### src/rtl/alu_issue_ctrl_if.sv
// Issue-controller bundle: instruction handshake, ALU operand bus and completion handshake.
// master = environment side (decoder, ALU, writeback); slave = alu_issue_ctrl.
interface alu_issue_ctrl_if #(
    parameter int unsigned ADDR_WIDTH = 16,
    parameter int unsigned OP_SIZE    = 6
);
    logic                  instr_valid;
    logic                  instr_ready;
    logic [31:0]           instr;
    logic [ADDR_WIDTH-1:0] rs_val;
    logic [ADDR_WIDTH-1:0] rt_val;
    logic [OP_SIZE-1:0]    alu_op;
    logic [ADDR_WIDTH-1:0] alu_in1;
    logic [ADDR_WIDTH-1:0] alu_in2;
    logic [ADDR_WIDTH-1:0] alu_result;
    logic                  alu_zero;
    logic                  res_valid;
    logic                  res_ready;
    logic [ADDR_WIDTH-1:0] res_data;
    logic                  res_taken;
    logic                  res_illegal;

    modport master (
        output instr_valid, instr, rs_val, rt_val, alu_result, alu_zero, res_ready,
        input  instr_ready, alu_op, alu_in1, alu_in2, res_valid, res_data, res_taken, res_illegal
    );

    modport slave (
        input  instr_valid, instr, rs_val, rt_val, alu_result, alu_zero, res_ready,
        output instr_ready, alu_op, alu_in1, alu_in2, res_valid, res_data, res_taken, res_illegal
    );
endinterface

### src/rtl/alu_issue_ctrl.sv
// ALU issue controller: decodes one instruction, holds it on the ALU bus for ALU_LAT cycles,
// captures the result and returns a completion. Optional HILO_CHECK_EN rejects stale MFHI/MFLO.
module alu_issue_ctrl #(
    parameter int unsigned ADDR_WIDTH = 16,
    parameter int unsigned OP_SIZE    = 6,
    parameter int unsigned ALU_LAT    = 2
) (
    input logic             clk,
    input logic             rst_n,
    alu_issue_ctrl_if.slave ctrl_io
);
    localparam logic [OP_SIZE-1:0] ALU_ADD  = OP_SIZE'(0);
    localparam logic [OP_SIZE-1:0] ALU_SUB  = OP_SIZE'(1);
    localparam logic [OP_SIZE-1:0] ALU_AND  = OP_SIZE'(2);
    localparam logic [OP_SIZE-1:0] ALU_OR   = OP_SIZE'(3);
    localparam logic [OP_SIZE-1:0] ALU_NOR  = OP_SIZE'(4);
    localparam logic [OP_SIZE-1:0] ALU_SLT  = OP_SIZE'(5);
    localparam logic [OP_SIZE-1:0] ALU_SLL  = OP_SIZE'(6);
    localparam logic [OP_SIZE-1:0] ALU_SRL  = OP_SIZE'(7);
    localparam logic [OP_SIZE-1:0] ALU_MULT = OP_SIZE'(8);
    localparam logic [OP_SIZE-1:0] ALU_DIV  = OP_SIZE'(9);
    localparam logic [OP_SIZE-1:0] ALU_MFHI = OP_SIZE'(10);
    localparam logic [OP_SIZE-1:0] ALU_MFLO = OP_SIZE'(11);
    localparam logic [OP_SIZE-1:0] ALU_LUI  = OP_SIZE'(12);

    localparam int unsigned CntW = (ALU_LAT > 1) ? $clog2(ALU_LAT) : 1;
    localparam logic [CntW-1:0] CntLast = CntW'(ALU_LAT - 1);

    typedef enum logic [1:0] {StIdle, StIssue, StResp} state_e;

    state_e                state_q, state_d;
    logic [CntW-1:0]       cnt_q, cnt_d;
    logic [OP_SIZE-1:0]    op_q, op_d;
    logic [ADDR_WIDTH-1:0] in1_q, in1_d, in2_q, in2_d;
    logic                  branch_q, branch_d, muldiv_q, muldiv_d;
    logic [ADDR_WIDTH-1:0] res_data_q, res_data_d;
    logic                  res_taken_q, res_taken_d, res_illegal_q, res_illegal_d;
    logic                  hilo_valid_q, hilo_valid_d;

    logic [5:0]            opcode, funct;
    logic [4:0]            shamt;
    logic [15:0]           imm;
    logic [ADDR_WIDTH-1:0] imm_sx, imm_zx;
    logic [OP_SIZE-1:0]    dec_op;
    logic [ADDR_WIDTH-1:0] dec_in1, dec_in2;
    logic                  dec_bad, dec_div0, dec_branch, dec_muldiv, dec_hilo_rd, dec_illegal;
    logic                  unused_instr;

    assign opcode       = ctrl_io.instr[31:26];
    assign funct        = ctrl_io.instr[5:0];
    assign shamt        = ctrl_io.instr[10:6];
    assign imm          = ctrl_io.instr[15:0];
    assign imm_sx       = ADDR_WIDTH'({{16{imm[15]}}, imm});
    assign imm_zx       = ADDR_WIDTH'({16'h0000, imm});
    assign unused_instr = ^ctrl_io.instr[25:16];

    always_comb begin
        dec_op      = ALU_ADD;
        dec_in1     = ctrl_io.rs_val;
        dec_in2     = ctrl_io.rt_val;
        dec_bad     = 1'b0;
        dec_div0    = 1'b0;
        dec_branch  = 1'b0;
        dec_muldiv  = 1'b0;
        dec_hilo_rd = 1'b0;
        if (opcode == 6'h00) begin
            case (funct)
                6'h20: dec_op = ALU_ADD;
                6'h22: dec_op = ALU_SUB;
                6'h24: dec_op = ALU_AND;
                6'h25: dec_op = ALU_OR;
                6'h27: dec_op = ALU_NOR;
                6'h2A: dec_op = ALU_SLT;
                6'h00, 6'h02: begin
                    dec_op  = (funct == 6'h00) ? ALU_SLL : ALU_SRL;
                    dec_in1 = ctrl_io.rt_val;
                    dec_in2 = ADDR_WIDTH'(shamt);
                end
                6'h18: begin
                    dec_op     = ALU_MULT;
                    dec_muldiv = 1'b1;
                end
                6'h1A: begin
                    dec_op     = ALU_DIV;
                    dec_muldiv = 1'b1;
                    dec_div0   = (ctrl_io.rt_val == '0);
                end
                6'h10, 6'h12: begin
                    dec_op      = (funct == 6'h10) ? ALU_MFHI : ALU_MFLO;
                    dec_hilo_rd = 1'b1;
                end
                default: dec_bad = 1'b1;
            endcase
        end else begin
            dec_in2 = imm_sx;
            case (opcode)
                6'h08, 6'h20, 6'h21, 6'h28, 6'h29: dec_op = ALU_ADD;
                6'h0C: begin
                    dec_op  = ALU_AND;
                    dec_in2 = imm_zx;
                end
                6'h0D: begin
                    dec_op  = ALU_OR;
                    dec_in2 = imm_zx;
                end
                6'h0F: begin
                    dec_op  = ALU_LUI;
                    dec_in2 = imm_zx;
                end
                6'h0A: dec_op = ALU_SLT;
                6'h04: begin
                    dec_op     = ALU_SUB;
                    dec_in2    = ctrl_io.rt_val;
                    dec_branch = 1'b1;
                end
                // BGEZ: SLT rs,0 yields zero exactly when rs is non-negative.
                6'h01: begin
                    dec_op     = ALU_SLT;
                    dec_in2    = '0;
                    dec_branch = 1'b1;
                end
                default: dec_bad = 1'b1;
            endcase
        end
    end

`ifdef HILO_CHECK_EN
    assign dec_illegal = dec_bad | dec_div0 | (dec_hilo_rd & ~hilo_valid_q);
`else
    logic unused_hilo_rd;
    assign unused_hilo_rd = dec_hilo_rd;
    assign dec_illegal    = dec_bad | dec_div0;
`endif

    always_comb begin
        state_d       = state_q;
        cnt_d         = cnt_q;
        op_d          = op_q;
        in1_d         = in1_q;
        in2_d         = in2_q;
        branch_d      = branch_q;
        muldiv_d      = muldiv_q;
        res_data_d    = res_data_q;
        res_taken_d   = res_taken_q;
        res_illegal_d = res_illegal_q;
        hilo_valid_d  = hilo_valid_q;
        unique case (state_q)
            StIdle: begin
                if (ctrl_io.instr_valid) begin
                    op_d     = dec_op;
                    in1_d    = dec_in1;
                    in2_d    = dec_in2;
                    branch_d = dec_branch;
                    muldiv_d = dec_muldiv;
                    cnt_d    = '0;
                    if (dec_illegal) begin
                        state_d       = StResp;
                        res_data_d    = '0;
                        res_taken_d   = 1'b0;
                        res_illegal_d = 1'b1;
                        if (dec_div0) hilo_valid_d = 1'b0;
                    end else begin
                        state_d = StIssue;
                    end
                end
            end
            StIssue: begin
                if (cnt_q == CntLast) begin
                    state_d       = StResp;
                    res_data_d    = (branch_q | muldiv_q) ? '0 : ctrl_io.alu_result;
                    res_taken_d   = branch_q & ctrl_io.alu_zero;
                    res_illegal_d = 1'b0;
                    if (muldiv_q) hilo_valid_d = 1'b1;
                end else begin
                    cnt_d = cnt_q + 1'b1;
                end
            end
            StResp: begin
                if (ctrl_io.res_ready) state_d = StIdle;
            end
            default: state_d = StIdle;
        endcase
    end

    always_ff @(posedge clk or negedge rst_n) begin
        if (!rst_n) begin
            state_q       <= StIdle;
            cnt_q         <= '0;
            op_q          <= ALU_ADD;
            in1_q         <= '0;
            in2_q         <= '0;
            branch_q      <= 1'b0;
            muldiv_q      <= 1'b0;
            res_data_q    <= '0;
            res_taken_q   <= 1'b0;
            res_illegal_q <= 1'b0;
            hilo_valid_q  <= 1'b0;
        end else begin
            state_q       <= state_d;
            cnt_q         <= cnt_d;
            op_q          <= op_d;
            in1_q         <= in1_d;
            in2_q         <= in2_d;
            branch_q      <= branch_d;
            muldiv_q      <= muldiv_d;
            res_data_q    <= res_data_d;
            res_taken_q   <= res_taken_d;
            res_illegal_q <= res_illegal_d;
            hilo_valid_q  <= hilo_valid_d;
        end
    end

    // Bus is parked at ADD/0 outside ISSUE so MULT/DIV never re-write the product register.
    assign ctrl_io.alu_op      = (state_q == StIssue) ? op_q : ALU_ADD;
    assign ctrl_io.alu_in1     = (state_q == StIssue) ? in1_q : '0;
    assign ctrl_io.alu_in2     = (state_q == StIssue) ? in2_q : '0;
    assign ctrl_io.instr_ready = (state_q == StIdle);
    assign ctrl_io.res_valid   = (state_q == StResp);
    assign ctrl_io.res_data    = res_data_q;
    assign ctrl_io.res_taken   = res_taken_q;
    assign ctrl_io.res_illegal = res_illegal_q;
endmodule
### src/flat_wrapper.sv
// flat-port wrapper written by rule: the top's interface ports become plain ports
module alu_issue_ctrl_flat 
#(
    parameter int unsigned ADDR_WIDTH = 16,
    parameter int unsigned OP_SIZE    = 6,
    parameter int unsigned ALU_LAT    = 2
)
  (clk, rst_n, ctrl_io_instr_valid, ctrl_io_instr, ctrl_io_rs_val, ctrl_io_rt_val, ctrl_io_alu_result, ctrl_io_alu_zero, ctrl_io_res_ready, ctrl_io_instr_ready, ctrl_io_alu_op, ctrl_io_alu_in1, ctrl_io_alu_in2, ctrl_io_res_valid, ctrl_io_res_data, ctrl_io_res_taken, ctrl_io_res_illegal);
  alu_issue_ctrl_if #(.ADDR_WIDTH(ADDR_WIDTH), .OP_SIZE(OP_SIZE)) ctrl_io_i ();
  input logic clk;
  input logic rst_n;
  input wire logic [$bits(ctrl_io_i.instr_valid)-1:0] ctrl_io_instr_valid;
  input wire logic [$bits(ctrl_io_i.instr)-1:0] ctrl_io_instr;
  input wire logic [$bits(ctrl_io_i.rs_val)-1:0] ctrl_io_rs_val;
  input wire logic [$bits(ctrl_io_i.rt_val)-1:0] ctrl_io_rt_val;
  input wire logic [$bits(ctrl_io_i.alu_result)-1:0] ctrl_io_alu_result;
  input wire logic [$bits(ctrl_io_i.alu_zero)-1:0] ctrl_io_alu_zero;
  input wire logic [$bits(ctrl_io_i.res_ready)-1:0] ctrl_io_res_ready;
  output wire logic [$bits(ctrl_io_i.instr_ready)-1:0] ctrl_io_instr_ready;
  output wire logic [$bits(ctrl_io_i.alu_op)-1:0] ctrl_io_alu_op;
  output wire logic [$bits(ctrl_io_i.alu_in1)-1:0] ctrl_io_alu_in1;
  output wire logic [$bits(ctrl_io_i.alu_in2)-1:0] ctrl_io_alu_in2;
  output wire logic [$bits(ctrl_io_i.res_valid)-1:0] ctrl_io_res_valid;
  output wire logic [$bits(ctrl_io_i.res_data)-1:0] ctrl_io_res_data;
  output wire logic [$bits(ctrl_io_i.res_taken)-1:0] ctrl_io_res_taken;
  output wire logic [$bits(ctrl_io_i.res_illegal)-1:0] ctrl_io_res_illegal;
  assign ctrl_io_i.instr_valid = ctrl_io_instr_valid;
  assign ctrl_io_i.instr = ctrl_io_instr;
  assign ctrl_io_i.rs_val = ctrl_io_rs_val;
  assign ctrl_io_i.rt_val = ctrl_io_rt_val;
  assign ctrl_io_i.alu_result = ctrl_io_alu_result;
  assign ctrl_io_i.alu_zero = ctrl_io_alu_zero;
  assign ctrl_io_i.res_ready = ctrl_io_res_ready;
  assign ctrl_io_instr_ready = ctrl_io_i.instr_ready;
  assign ctrl_io_alu_op = ctrl_io_i.alu_op;
  assign ctrl_io_alu_in1 = ctrl_io_i.alu_in1;
  assign ctrl_io_alu_in2 = ctrl_io_i.alu_in2;
  assign ctrl_io_res_valid = ctrl_io_i.res_valid;
  assign ctrl_io_res_data = ctrl_io_i.res_data;
  assign ctrl_io_res_taken = ctrl_io_i.res_taken;
  assign ctrl_io_res_illegal = ctrl_io_i.res_illegal;
  alu_issue_ctrl #(.ADDR_WIDTH(ADDR_WIDTH), .OP_SIZE(OP_SIZE), .ALU_LAT(ALU_LAT)) u_core (.clk(clk), .rst_n(rst_n), .ctrl_io(ctrl_io_i));
endmodule
### config.mk
export PLATFORM = sky130hd
export DESIGN_NAME = alu_issue_ctrl_flat
export DESIGN_NICKNAME = d
export VERILOG_FILES = /design/src/rtl/alu_issue_ctrl_if.sv /design/src/rtl/alu_issue_ctrl.sv /design/src/flat_wrapper.sv
export SDC_FILE = /design/constraint.sdc
export NUM_CORES = 1
export LEC_CHECK = 0
export BUFFER_PORTS_ARGS = -buffer_cell sky130_fd_sc_hd__buf_2
export CAP_MARGIN = 15
export CORE_AREA = 2 2 97 80
export DETAILED_ROUTE_END_ITERATION = 6
export DIE_AREA = 0 0 99 82
export PLACE_DENSITY = 0.79
export SYNTH_ARGS = -nofsm -noshare
export SYNTH_HDL_FRONTEND = slang
export SYNTH_SLANG_ARGS = --single-unit
export TNS_END_PERCENT = 30
### constraint.sdc
create_clock -name clk -period 2.1 [get_ports clk]
set_clock_uncertainty 0.1 [all_clocks]
set_input_delay 0.42 -clock clk [delete_from_list [all_inputs] [get_ports clk]]
set_output_delay 0.42 -clock clk [all_outputs]
set_load 0.02 [all_outputs]
# Yosys cells after proc, flatten, opt, wreduce, memory -nomap -nowiden
# Index checks and enable logic that the tools add are counted.
[classes] mux=43 add_sub_neg=1 n_eq_ne=28 n_reduce_logical=16 bitwise=3
[op_table] cell="$mux 16" count=10
[op_table] cell="$pmux 16 s2" count=2
[op_table] cell="$eq 6x6->1 const B" count=10
[op_table] cell="$pmux 6 s9" count=1
[op_table] cell="$eq 6x4->1 const B" count=5
[op_table] cell="$eq 6x5->1 const B" count=4
[op_table] cell="$pmux 4 s5" count=1
[op_table] cell="$mux 1" count=19
[op_table] cell="$logic_not 16->1" count=1
[op_table] cell="$logic_not 6->1" count=2
[op_table] cell="$mux 6" count=2
[op_table] cell="$reduce_or 12->1" count=1
[op_table] cell="$reduce_or 11->1" count=1
[op_table] cell="$reduce_or 2->1" count=5
[op_table] cell="$mux 2" count=4
[op_table] cell="$eq 6x1->1 const B" count=1
[op_table] cell="$eq 6x2->1 const B" count=1
[op_table] cell="$eq 6x3->1 const B" count=1
[op_table] cell="$pmux 1 s2" count=3
[op_table] cell="$pmux 2 s3" count=1
[op_table] cell="$ne 2x1->1 const B" count=2
[op_table] cell="$ne 2x2->1 const B" count=2
[op_table] cell="$reduce_and 2->1" count=2
[op_table] cell="$reduce_and 4->1" count=1
[op_table] cell="8 further kinds" count=9
[totals] out_inout_bits=58 word_cells=101 register_bits=61

# Depth between registers and ports, before layout
# Gate-level depths: netlist (run 1).
[logic_depth] depth_word=8 mapped_depth=7

# Worst setup path before layout (run 1)
# No wires, ideal clock.
[synth_timing] path_kind="input -> register" from="in ctrl_io_instr[26]" to="reg u_core.in1_q[15]" path_stages=7 path_slack_ns=-0.007 t_arrival_ns=1.875 setup_ns=0.132 cell_sequence="buf_4 -> or3_4 -> nor4_4 -> nand3_4 -> buf_6 -> mux2i_1 -> o21ai_1"
[synth_between] elab_chain_len=2
[synth_lines] item="start: declaration" line="flat_wrapper.sv:13" rtl="input wire logic [$bits(ctrl_io_i.instr)-1:0] ctrl_io_instr;"
[synth_lines] item="$logic_not 6->1" line="alu_issue_ctrl.sv:66" rtl="if (opcode == 6'h00) begin"
[synth_lines] item="$mux 16" line="alu_issue_ctrl.sv:66"
[synth_lines] item="end signal: assignment" line="alu_issue_ctrl.sv:202" rtl="in1_q <= in1_d;"
[synth_lines] item="end: declaration" line="alu_issue_ctrl.sv:34" rtl="logic [ADDR_WIDTH-1:0] in1_q, in1_d, in2_q, in2_d;"
# No other way between the ends.
# A chain may end at the register's enable or synchronous reset.

# Worst setup path in the final report (run 1)
[layout_timing] from="reg u_core.state_q[1]" to="out ctrl_io_alu_in2[0]"
[layout_between] elab_chain_len=2
[layout_lines] item="start: declaration" line="alu_issue_ctrl.sv:31" rtl="state_e state_q, state_d;"
[layout_lines] item="start signal: assignment" line="alu_issue_ctrl.sv:187" rtl="state_q <= StIdle;"
[layout_lines] item="start signal: assignment" line="alu_issue_ctrl.sv:199" rtl="state_q <= state_d;"
[layout_lines] item="$eq 2x1->1" line="alu_issue_ctrl.sv:216" rtl="assign ctrl_io.alu_in2 = (state_q == StIssue) ? in2_q : '0;"
[layout_lines] item="$mux 16" line="alu_issue_ctrl.sv:216"
[layout_lines] item="end: declaration" line="flat_wrapper.sv:22" rtl="output wire logic [$bits(ctrl_io_i.alu_in2)-1:0] ctrl_io_alu_in2;"
# No other way between the ends.

==> results.py, run 1 <==
metrics = {
    "run_status": {
        "status": "finished, final reports clean",
    },
    "synth": {
        "yosysSeqAreaShare_pct": 44.4,
        "ys.flop_type": "dfrtp_1",
        "synth.avg_cell_area_sq_um": 9.64,
        "yosysWarnings": 0,
        "synth.top_cells.by_area": "dfrtp_1 (44%), and2_1 (6.8%), mux2i_1 (6.3%)",
        "syn_area_sq_um": 3320,
        "synth_top_area_share_pct": 44.4,
        "yosysTopAreaCell": "dfrtp_1",
        "synthArstFlopShare_pct": 100,
        "postSynthCellCount": 345,
        "ys_seq_elements": 59,
        "synth.distinct_cells": 52,
        "synth_edf_count": 0,
    },
    "timing": {
        "finalSetupViolations": 0,
        "relSlewSlack_pct": 64.7,
        "hold_viol": 0,
        "tns_ps": 0,
        "fin_crit_sh_pct": 98.7,
        "worst_slew_pin_slew_ps": 530,
        "clock.fmax_mhz": 482,
        "maxSlewViolCount": 0,
        "fin_ws_ps": 26.9,
        "period_needed_ps": 2070,
        "rsz0062_at_grt": "true",
    },
    "finish": {
        "stdcell_area_sq_um": 4690,
        "utilization_pct": 65.3,
        "area_delta_synth_final_pct": 41.1,
        "drive_above_1_share_pct": 40.7,
        "n_antenna_cell": 0,
        "nFillCells": 578,
        "fin_nets": 588,
    },
    "power_and_ir_drop": {
        "vdd_ir_drop_max_uv": 400,
        "leakage_nw": 2.49,
        "total_power_mw": 4.36,
        "p_per_area_nw_per_um2": 928,
    },
    "global_route": {
        "grt_pass1_vias": 3279,
        "grt.overflow.total": 0,
        "grtUsageTotal_pct": 25.6,
        "grt_pass1_wl_microns": 16000,
        "grt_max_degree": 41,
        "antenna_found_initial": 0,
    },
    "clock_network": {
        "cts_tree": "yes",
        "cts-root-buf": "clkbuf_8",
        "cts_made_buffers": 9,
        "h-tree-depth": 3,
        "cts_buffer_depth": 2,
        "clkSlewWorstSetupHoldPaths_ps": 70,
        "insertion_delay_ps": 340,
        "cts.sinks": 59,
    },
    "placed_design": {
        "globalplace.congestion": 0.870,
        "place_hpwl_microns": 7340,
        "portBuffers": 130,
        "place_ws_ps": -138,
        "placed_cell_area_sq_um": 4300,
    },
    "detailed_routing": {
        "viasPerCell": 5.61,
        "drtIter0Drc": 182,
        "drc": 0,
        "antenna_left": 0,
        "wl_per_cell_microns": 17.1,
        "dr.pass1.iters": 5,
        "vias": 3355,
        "wirelength_microns": 10200,
    },
    "die": {
        "std_cell_rows": 28,
        "start_util_pct": 46.3,
        "coreArea_sq_um": 7180,
        "die_y_microns": 82,
        "die_w_microns": 99,
        "dieArea_sq_um": 8120,
        "io_pins": 143,
    },
    "worst_setup_path": {
        "crit_type": "reg -> out",
        "worstPathRequired_ps": 1580,
        "cp.arrival_ps": 1550,
        "start_kind": "flop",
        "crit_fanout": 8,
        "worstRegToRegCells": 8,
        "cp-end-kind": "primary output",
    },
    "min_path": {
        "hold_depth": 2,
        "hold_class": "in -> reg",
    },
    "flow_run": {
        "drv_cap": 0,
    },
}
-- layer usage --
| layer | part of all wire (%) | vias up | wire (microns) | track usage, % |
|---|---|---|---|---|
| met4 | 2.2 | 0 | 220 | 9.04 |
| met2 | 48 | 168 | 4910 | 43.0 |
| met3 | 7.8 | 25 | 797 | 7.15 |
| met1 | 42 | 1600 | 4280 | 32.1 |
| li1 | - | 1562 | - | - |
| met5 | 0 | - | 0 | 0 |
-- where the power goes --
group | internal, mW | total [mW] | switching (mW)
combinational | 0.659 | 1.49 | 0.835
clock | 0.665 | 1.14 | 0.477
sequential | 1.51 | 1.72 | 0.207
total | 2.84 | 4.36 | 1.52
-- worst max-delay path: stages (launching register included) --
cell and delay [ps]:
dfrtp_1 400, buf_6 130, nor2b_4 180, buf_4 190
and2_1 150, buf_2 170
-- cells in the mapped netlist (5+ instances only) --
cell type,instances
o21ai_1,10
mux2i_1,21
a21o_1,6
a22oi_1,13
a221oi_1,5
o21ai_0,29
dfrtp_1,59
nor2_1,14
a22o_1,18
buf_4,5
clkbuf_1,14
and2_1,36
nor3_1,5
nand3_1,5
nand2_1,43
-- state kept, by name, indices dropped and copies added, names as in the netlist --
signal / flops
u_core.ctrl_io.res_data: 16
u_core.in1_q: 16
u_core.in2_q: 16
u_core.op_q: 4
u_core.state_q: 2
u_core.branch_q: 1
u_core.cnt_q: 1
u_core.ctrl_io.res_illegal: 1
u_core.ctrl_io.res_taken: 1
u_core.muldiv_q: 1
-- timing repair --
item / 4_1_cts / 5_1_grt
endpoints found under the setup margin: 13 / 30
gates resized for setup: 24 / 21
hold buffers: 1 / 0
cloned: 1 / 0
hold endpoints to repair: 19 / 0
buffers inserted: 3 / 0
-- path summary, 6_finish.rpt --
check	start	to	slack, ps
setup / recovery	u_core.state_q[1]$_DFFE_PN0P_	ctrl_io_alu_in2[0]	30
hold / removal	ctrl_io_alu_result[4]	u_core.ctrl_io.res_data[4]$_DFFE_PN0P_	190
setup reg to reg	u_core.state_q[1]$_DFFE_PN0P_	u_core.ctrl_io.res_data[12]$_DFFE_PN0P_	220
hold reg to reg	u_core.in2_q[3]$_DFFE_PN0P_	u_core.in2_q[3]$_DFFE_PN0P_	370
max in group asynchronous	rst_n	u_core.state_q[0]$_DFFE_PN0P_	810
min in group asynchronous	rst_n	u_core.op_q[2]$_DFFE_PN0P_	490
-- cells in the final DEF, fill, tap and decap left out, types with 6 or more instances in the layout --
cell type  count
a22o_1        18
a21o_1         6
o21ai_0       29
nand2_1       43
a22oi_1       13
buf_6         12
and2_4         6
buf_12         6
and2_1        30
o21ai_1       10
buf_4         47
nor2_1        14
buf_2        106
mux2i_1       21
clkbuf_8       9
dfrtp_1       58
-- cell families (layout without fill, tap and decap cells) --
logic type      after synthesis  after routing  share of synthesized area, %
compound gates              100            100                          20.9
other cells                   1              2                         0.113
xor+xnor                      2              2                         0.527
flops                        59             59                          44.4
mux                          21             21                          6.32
buf+inv                      30            192                          4.78
simple gates                132            132                          22.9
-- per-stage QoR --
| stage | hold slack, ps | instances |
|---|---|---|
| 6_report | 189 | 598 |
| 5_1_grt | 170 | 598 |
| 4_1_cts | 177 | 599 |
| 3_5_place_dp | 315 | 578 |
| 3_3_place_gp | 302 | 578 |
| 2_1_floorplan | 24.4 | 346 |
-- cell type report --
cell class	instances	area, sq um	share of cell area [%]
repair buffers	172	1150	24.5
flip-flops and latches	59	1480	31.5
well taps	90	113	2.40
multi-input cells	257	1720	36.7
inverters	4	15.0	0.320
clock buffers	9	124	2.64
clock inverters	7	92.6	1.97
No activity file was read; power rests on OpenSTA's default activity.
==> inputs of run 2 (changes only) <==
--- a/config.mk
+++ b/config.mk
@@ -5,11 +5,12 @@
 export SDC_FILE = /design/constraint.sdc
 export NUM_CORES = 1
 export LEC_CHECK = 0
+export ABC_AREA = 1
 export BUFFER_PORTS_ARGS = -buffer_cell sky130_fd_sc_hd__buf_2
 export CAP_MARGIN = 15
-export CORE_AREA = 2 2 97 80
+export CORE_AREA = 2 2 100 82
 export DETAILED_ROUTE_END_ITERATION = 6
-export DIE_AREA = 0 0 99 82
+export DIE_AREA = 0 0 102 84
 export PLACE_DENSITY = 0.79
 export SYNTH_ARGS = -nofsm -noshare
 export SYNTH_HDL_FRONTEND = slang
==> run 2 against run 1 <==
Against the previous run:
- die area increased by 5.5%
- core utilization decreased by 4.8 points
- design area decreased by 0.77%
- non-clock buffer count decreased by 21
- setup slack improved by 20 ps
- worst hold slack improved by 74 ps
- routed wire length increased by 5.4%
- largest cell class unchanged
- first-iteration DRC count increased by 52%
- synthesized cell count increased by 50%
- via count increased by 17%
- sequential share of layout area increased by 0.22 points
- synthesized area increased by 8.7%
==> results.py, run 2 <==
metrics = {
    "timing": {
        "clock.fmax_mhz": 487,
        "tns_ps": 0,
        "relSlewSlack_pct": 59.6,
        "hold_ws_ps": 263,
        "fin_crit_sh_pct": 97.8,
        "hold_viol": 0,
        "finalSetupViolations": 0,
        "period_needed_ps": 2050,
        "worst_slew_pin_slew_ps": 604,
        "maxSlewViolCount": 0,
        "rsz0062_at_grt": "true",
    },
    "power_and_ir_drop": {
        "p_comb_share_pct": 44.4,
        "intPower_mw": 2.80,
        "leakage_nw": 2.68,
        "p_per_area_nw_per_um2": 1030,
        "switching_share_pct": 41.7,
        "power_switching_mw": 2.00,
        "pwr-share-clk_pct": 19.8,
        "seq_power_share_pct": 35.8,
        "vdd_ir_drop_max_uv": 349,
        "total_power_mw": 4.81,
    },
    "die": {
        "coreArea_sq_um": 7690,
        "die_y_microns": 84,
        "io_pins": 143,
        "std_cell_rows": 29,
        "start_util_pct": 47.0,
        "dieArea_sq_um": 8570,
        "die_w_microns": 102,
    },
    "detailed_routing": {
        "wirelength_microns": 10800,
        "drtIter0Drc": 276,
        "antenna_left": 0,
        "dr.pass1.iters": 5,
        "vias": 3913,
        "viasPerCell": 5.12,
        "drc": 0,
        "wl_per_cell_microns": 14.1,
    },
    "synth": {
        "yosysWarnings": 0,
        "synth_common_cells": "inv_1 (92), nand2_1 (92), nor2_1 (89), dfrtp_1 (59), nand3_1 (31)",
        "yosysTopAreaCell": "dfrtp_1",
        "synth_adder_area_share_pct": 0,
        "synthSimpleGateAreaFrac_pct": 27.0,
        "muxShareOfSynthArea_pct": 0,
        "synth_top_area_share_pct": 40.9,
        "synth.avg_cell_area_sq_um": 6.99,
        "synth.distinct_cells": 35,
        "postSynthCellCount": 517,
        "ys_seq_elements": 59,
        "yosysSeqAreaShare_pct": 40.9,
        "synth_edf_count": 0,
        "synth-xor-area-share_pct": 0,
        "synth_top_family_by_area": "simple AND/OR/NAND/NOR gates",
        "synth.top_cells.by_area": "dfrtp_1 (41%), inv_1 (9.6%), nand2_1 (9.6%)",
        "syn_area_sq_um": 3610,
        "synthArstFlopShare_pct": 100,
        "synth_compound_area_share_pct": 17.9,
        "ys.flop_type": "dfrtp_1",
    },
    "finish": {
        "layout_commonest_cell": "buf_2",
        "drive_above_1_share_pct": 27.9,
        "final_cell_mix": "buf_2 (121), inv_1 (92), nand2_1 (92)",
        "area_delta_synth_final_pct": 28.8,
        "n_antenna_cell": 0,
        "nFillCells": 766,
        "fin_nets": 738,
    },
    "clock_network": {
        "cts_buffer_depth": 2,
        "h-tree-depth": 3,
        "insertion_delay_ps": 330,
        "cts_tree": "yes",
        "clkSlewWorstSetupHoldPaths_ps": 60,
        "cts-root-buf": "clkbuf_8",
        "cts_made_buffers": 9,
        "cts.sinks": 59,
    },
    "run_status": {
        "status": "finished, final reports clean",
    },
    "worst_setup_path": {
        "start_kind": "flop",
        "crit_fanout": 24,
        "crit_type": "reg -> out",
        "cp-end-kind": "primary output",
        "worstPathRequired_ps": 1580,
        "cp.arrival_ps": 1530,
    },
    "global_route": {
        "antenna_found_initial": 0,
        "grt_pass1_vias": 3749,
        "grt_pass1_wl_microns": 17400,
        "grt.overflow.total": 0,
        "grtUsageTotal_pct": 25.6,
        "grt_max_degree": 40,
    },
    "placed_design": {
        "portBuffers": 130,
        "place_hpwl_microns": 7940,
        "globalplace.congestion": 0.915,
    },
    "flow_run": {
        "drv_cap": 0,
    },
    "min_path": {
        "hold_class": "in -> reg",
    },
}
[run 2: changes by cell type in the layout (fill, tap and decap cells not counted), sizes merged, moves of 21 or more]
cell   change
inv       +93
nor2      +79
nand2     +52
and2      -36
nand3     +28
buf       -21
mux2i     -21
[run 2: repair_timing]
| action | in CTS | in global routing |
|---|---|---|
| buffers inserted | 1 | 0 |
| endpoints found under the setup margin | 16 | 26 |
| endpoints found under the hold margin | 20 | 0 |
| hold buffers | 1 | 0 |
| resized for setup | 1 | 11 |
| pin swaps | 0 | 1 |
[run 2: worst paths after layout]
kind	start	to	slack, ps	cells after the start
max in group asynchronous	rst_n	u_core.in1_q[2]$_DFFE_PN0P_	830	3
hold reg to reg	u_core.ctrl_io.res_data[15]$_DFFE_PN0P_	u_core.ctrl_io.res_data[15]$_DFFE_PN0P_	360	2
hold / removal	ctrl_io_res_ready	u_core.state_q[1]$_DFFE_PN0P_	260	4
min in group asynchronous	rst_n	u_core.in1_q[6]$_DFFE_PN0P_	490	2
setup / recovery	u_core.state_q[1]$_DFFE_PN0P_	ctrl_io_alu_in2[10]	50	5
setup reg to reg	u_core.state_q[0]$_DFFE_PN0P_	u_core.in2_q[3]$_DFFE_PN0P_	360	7
[run 2: worst max-delay path: stages (launching register included)]
cell      delay, ps
dfrtp_1         420
nor2_2          140
clkinv_1        110
buf_6           190
nor2_1          150
buf_2           190
[run 2: final cells by class]
| class | instances | area (sq um) | area share [%] |
|---|---|---|---|
| Timing Repair Buffer | 151 | 862 | 18.5 |
| Clock inverter | 1 | 7.51 | 0.161 |
| Sequential cell | 59 | 1480 | 31.7 |
| Inverter | 98 | 368 | 7.90 |
| Clock buffer | 14 | 173 | 3.71 |
| Tap cell | 108 | 135 | 2.90 |
| Multi-Input combinational cell | 334 | 1630 | 35.1 |
[run 2: metrics by stage]
step | setup WS [ps] | utilization, % | area, sq um | std cells
after floorplan | 237 | - | 3620 | 518
after global placement | 150 | 57.5 | 4430 | 748
after detailed placement | 98.4 | 57.5 | 4430 | 748
after CTS | 0.812 | 60.1 | 4630 | 765
after global routing | -18.8 | 60.5 | 4660 | 765
final | 46.9 | 60.5 | 4660 | 765
[run 2: cells by family after synthesis]
logic type | after synthesis
buffers and inverters | 125
AOI/OAI and AO/OA | 101
and+or+nand+nor | 231
DFF | 59
other | 1
[run 2: power by group through the flow]
stage	logic, mW	clock network [mW]	registers (mW)
after global routing	2.36	1.02	1.77
after detailed placement	2.07	0	1.74
after CTS	2.10	0.977	1.72
after global placement	2.01	0	1.72
after floorplan	1.32	0	1.82
final	2.14	0.954	1.72
[run 2: layer usage]
metal | up-vias | wire length (microns) | track usage (%) | part of all wire, %
li1 | 1918 | - | - | -
met1 | 1813 | 4760 | 35.1 | 44
met2 | 164 | 5030 | 39.8 | 47
met3 | 18 | 795 | 6.11 | 7.4
met4 | 0 | 167 | 8.00 | 1.6
met5 | - | 0 | 0 | 0
==> inputs of run 3 (changes only) <==
--- a/config.mk
+++ b/config.mk
@@ -8,10 +8,11 @@
 export ABC_AREA = 1
 export BUFFER_PORTS_ARGS = -buffer_cell sky130_fd_sc_hd__buf_2
 export CAP_MARGIN = 15
-export CORE_AREA = 2 2 100 82
+export CORE_AREA = 2 2 98 81
+export CTS_BUF_LIST = sky130_fd_sc_hd__clkbuf_8
 export DETAILED_ROUTE_END_ITERATION = 6
-export DIE_AREA = 0 0 102 84
-export PLACE_DENSITY = 0.79
+export DIE_AREA = 0 0 100 83
+export PLACE_DENSITY = 0.81
 export SYNTH_ARGS = -nofsm -noshare
 export SYNTH_HDL_FRONTEND = slang
 export SYNTH_SLANG_ARGS = --single-unit
==> run 3 against run 2 <==
Against the previous run:
- total power rose by 9.8%
- setup slack improved by 56 ps
- worst hold slack got worse by 3.0 ps
- register-to-register slack got worse by 220 ps
- global-route usage rose by 0.66 points
- highest routed layer unchanged
- fmax rose by 2.8%
- core utilization rose by 3.8 points
- critical endpoint is now ctrl_io_alu_op[2]
- clock-buffer cell count fell by 3
- sequential cell count did not move
- sequential share of layout area fell by 0.23 points
- via count rose by 1.0%
- cell count fell by 2.7%
==> results.py, run 3 (synthesis results as in run 2) <==
metrics = {
    "timing": {
        "worst_slew_pin_slew_ps": 639,
        "hold_ws_ps": 260,
        "relSlewSlack_pct": 57.3,
        "hold_viol": 0,
        "period_needed_ps": 2000,
        "clock.fmax_mhz": 501,
        "fin_ws_ps": 103,
        "fin_crit_sh_pct": 95.1,
        "tns_ps": 0,
        "rsz0062_at_grt": "true",
        "maxSlewViolCount": 0,
        "finalSetupViolations": 0,
    },
    "global_route": {
        "grtUsageTotal_pct": 26.2,
        "grt_max_degree": 60,
        "grt.overflow.total": 0,
        "grt_pass1_wl_microns": 17400,
        "grt_pass1_vias": 3588,
        "antenna_found_initial": 0,
    },
    "finish": {
        "fin_nets": 734,
        "multi_input_area_sq_um": 1640,
        "area_delta_synth_final_pct": 29.8,
        "drive_above_1_share_pct": 28.0,
        "nFillCells": 655,
        "stdcell_count": 744,
        "layout_commonest_cell": "buf_2",
        "regArea_sq_um": 1480,
        "n_antenna_cell": 0,
        "final_cell_mix": "buf_2 (127), inv_1 (93), nand2_1 (91)",
    },
    "worst_setup_path": {
        "crit_type": "reg -> out",
        "cp.arrival_ps": 1480,
        "crit_fanout": 21,
        "start_kind": "flop",
        "worstPathRequired_ps": 1580,
        "reg2reg_from": "u_core.state_q[0]$_DFFE_PN0P_",
        "worstRegToRegCells": 8,
        "r2r_slack_ps": 140,
        "r2r-end": "u_core.op_q[0]$_DFFE_PN0P_",
        "cp-end-kind": "primary output",
    },
    "placed_design": {
        "dp_cells": 726,
        "globalplace.congestion": 0.872,
        "place_hpwl_microns": 7840,
        "portBuffers": 130,
        "place_ws_ps": 26.9,
    },
    "detailed_routing": {
        "wl_per_cell_microns": 14.7,
        "wirelength_microns": 10900,
        "drtIter0Drc": 335,
        "drc": 0,
        "dr.pass1.iters": 6,
        "vias": 3953,
        "antenna_left": 0,
        "viasPerCell": 5.31,
    },
    "clock_network": {
        "cts_buffer_depth": 2,
        "cts.sinks": 59,
        "clkSlewWorstSetupHoldPaths_ps": 70,
        "cts_tree": "yes",
        "insertion_delay_ps": 330,
        "cts_made_buffers": 9,
        "cts-root-buf": "clkbuf_8",
        "h-tree-depth": 3,
    },
    "die": {
        "std_cell_rows": 28,
        "io_pins": 143,
        "start_util_pct": 49.6,
        "dieArea_sq_um": 8300,
        "coreArea_sq_um": 7290,
        "die_w_microns": 100,
        "die_y_microns": 83,
    },
    "power_and_ir_drop": {
        "total_power_mw": 5.28,
        "intPower_mw": 3.23,
        "leakage_nw": 2.72,
        "vdd_ir_drop_max_uv": 458,
        "power_switching_mw": 2.05,
        "p_comb_share_pct": 40.0,
        "switching_share_pct": 38.8,
        "seq_power_share_pct": 32.7,
        "p_per_area_nw_per_um2": 1130,
        "pwr-share-clk_pct": 27.3,
    },
    "min_path": {
        "hold_class": "in -> reg",
        "holdCritStartpoint": "ctrl_io_rs_val[0]",
        "holdPathEnd": "u_core.in1_q[0]$_DFFE_PN0P_",
        "hold_depth": 3,
    },
    "flow_run": {
        "drv_cap": 0,
    },
    "run_status": {
        "status": "finished, final reports clean",
    },
}
==> run 3: cell types whose count changed in the layout (fill, tap and decap cells not counted), sizes merged <==
cell and delta:
bufinv +4, buf -4, clkbuf -3, inv +2, clkinvlp -1, clkinv -1
==> run 3: critical path: stages, from the launching register on <==
cell and delay, ps:
dfrtp_1 420, nor2_2 150, inv_2 60, buf_6 170
nor2_1 150, buf_2 190
==> run 3: repair_timing <==
item,4_1_cts,5_1_grt
setup endpoints to repair,5,42
hold buffers,1,0
endpoints found under the hold margin,20,0
cloned,0,0
setup buffers,1,0
gates resized for setup,0,9
==> run 3: per-layer routing <==
metal | vias to the layer above | wire (microns) | share of wire (%) | track usage, %
met5 | - | 0 | 0 | 0
met4 | 0 | 169 | 1.5 | 7.60
met3 | 18 | 806 | 7.4 | 6.40
met2 | 186 | 5150 | 47 | 41.3
met1 | 1837 | 4810 | 44 | 36.0
li1 | 1912 | - | - | -
==> run 3: worst max-delay path by stage <==
stage | slack [ps] | end | from
final | 100 | ctrl_io_alu_op[2] | u_core.state_q[1]$_DFFE_PN0P_
after global routing | -10 | u_core.op_q[0]$_DFFE_PN0P_ | u_core.state_q[0]$_DFFE_PN0P_
after CTS | 20 | ctrl_io_alu_op[2] | u_core.state_q[1]$_DFFE_PN0P_
after detailed placement | 30 | u_core.in1_q[12]$_DFFE_PN0P_ | ctrl_io_instr[5]
after global placement | 140 | u_core.ctrl_io.res_taken$_DFFE_PN0P_ | ctrl_io_instr[5]
after floorplan | 240 | u_core.in1_q[15]$_DFFE_PN0P_ | u_core.state_q[1]$_DFFE_PN0P_
==> run 3: power groups by stage <==
stage | clock network [mW] | logic, mW | registers, mW
2_1_floorplan | 0 | 1.32 | 1.82
3_3_place_gp | 0 | 1.99 | 1.73
3_5_place_dp | 0 | 2.05 | 1.75
4_1_cts | 1.45 | 2.08 | 1.73
5_1_grt | 1.50 | 2.32 | 1.78
6_report | 1.44 | 2.11 | 1.73
==> run 3: metrics by stage <==
stage          utilization [%]  area (sq um)
2_1_floorplan                -          3620
3_3_place_gp              60.0          4370
3_5_place_dp              60.0          4370
4_1_cts                   64.0          4670
5_1_grt                   64.4          4690
6_report                  64.4          4690
==> run 3: area by class of cell <==
type | instances | area share, %
multi-input cells | 334 | 34.9
repair buffers | 147 | 17.5
clock buffers | 11 | 3.23
well taps | 90 | 2.40
flip-flops and latches | 59 | 31.5
inverters | 98 | 7.84
clock inverters | 5 | 2.64
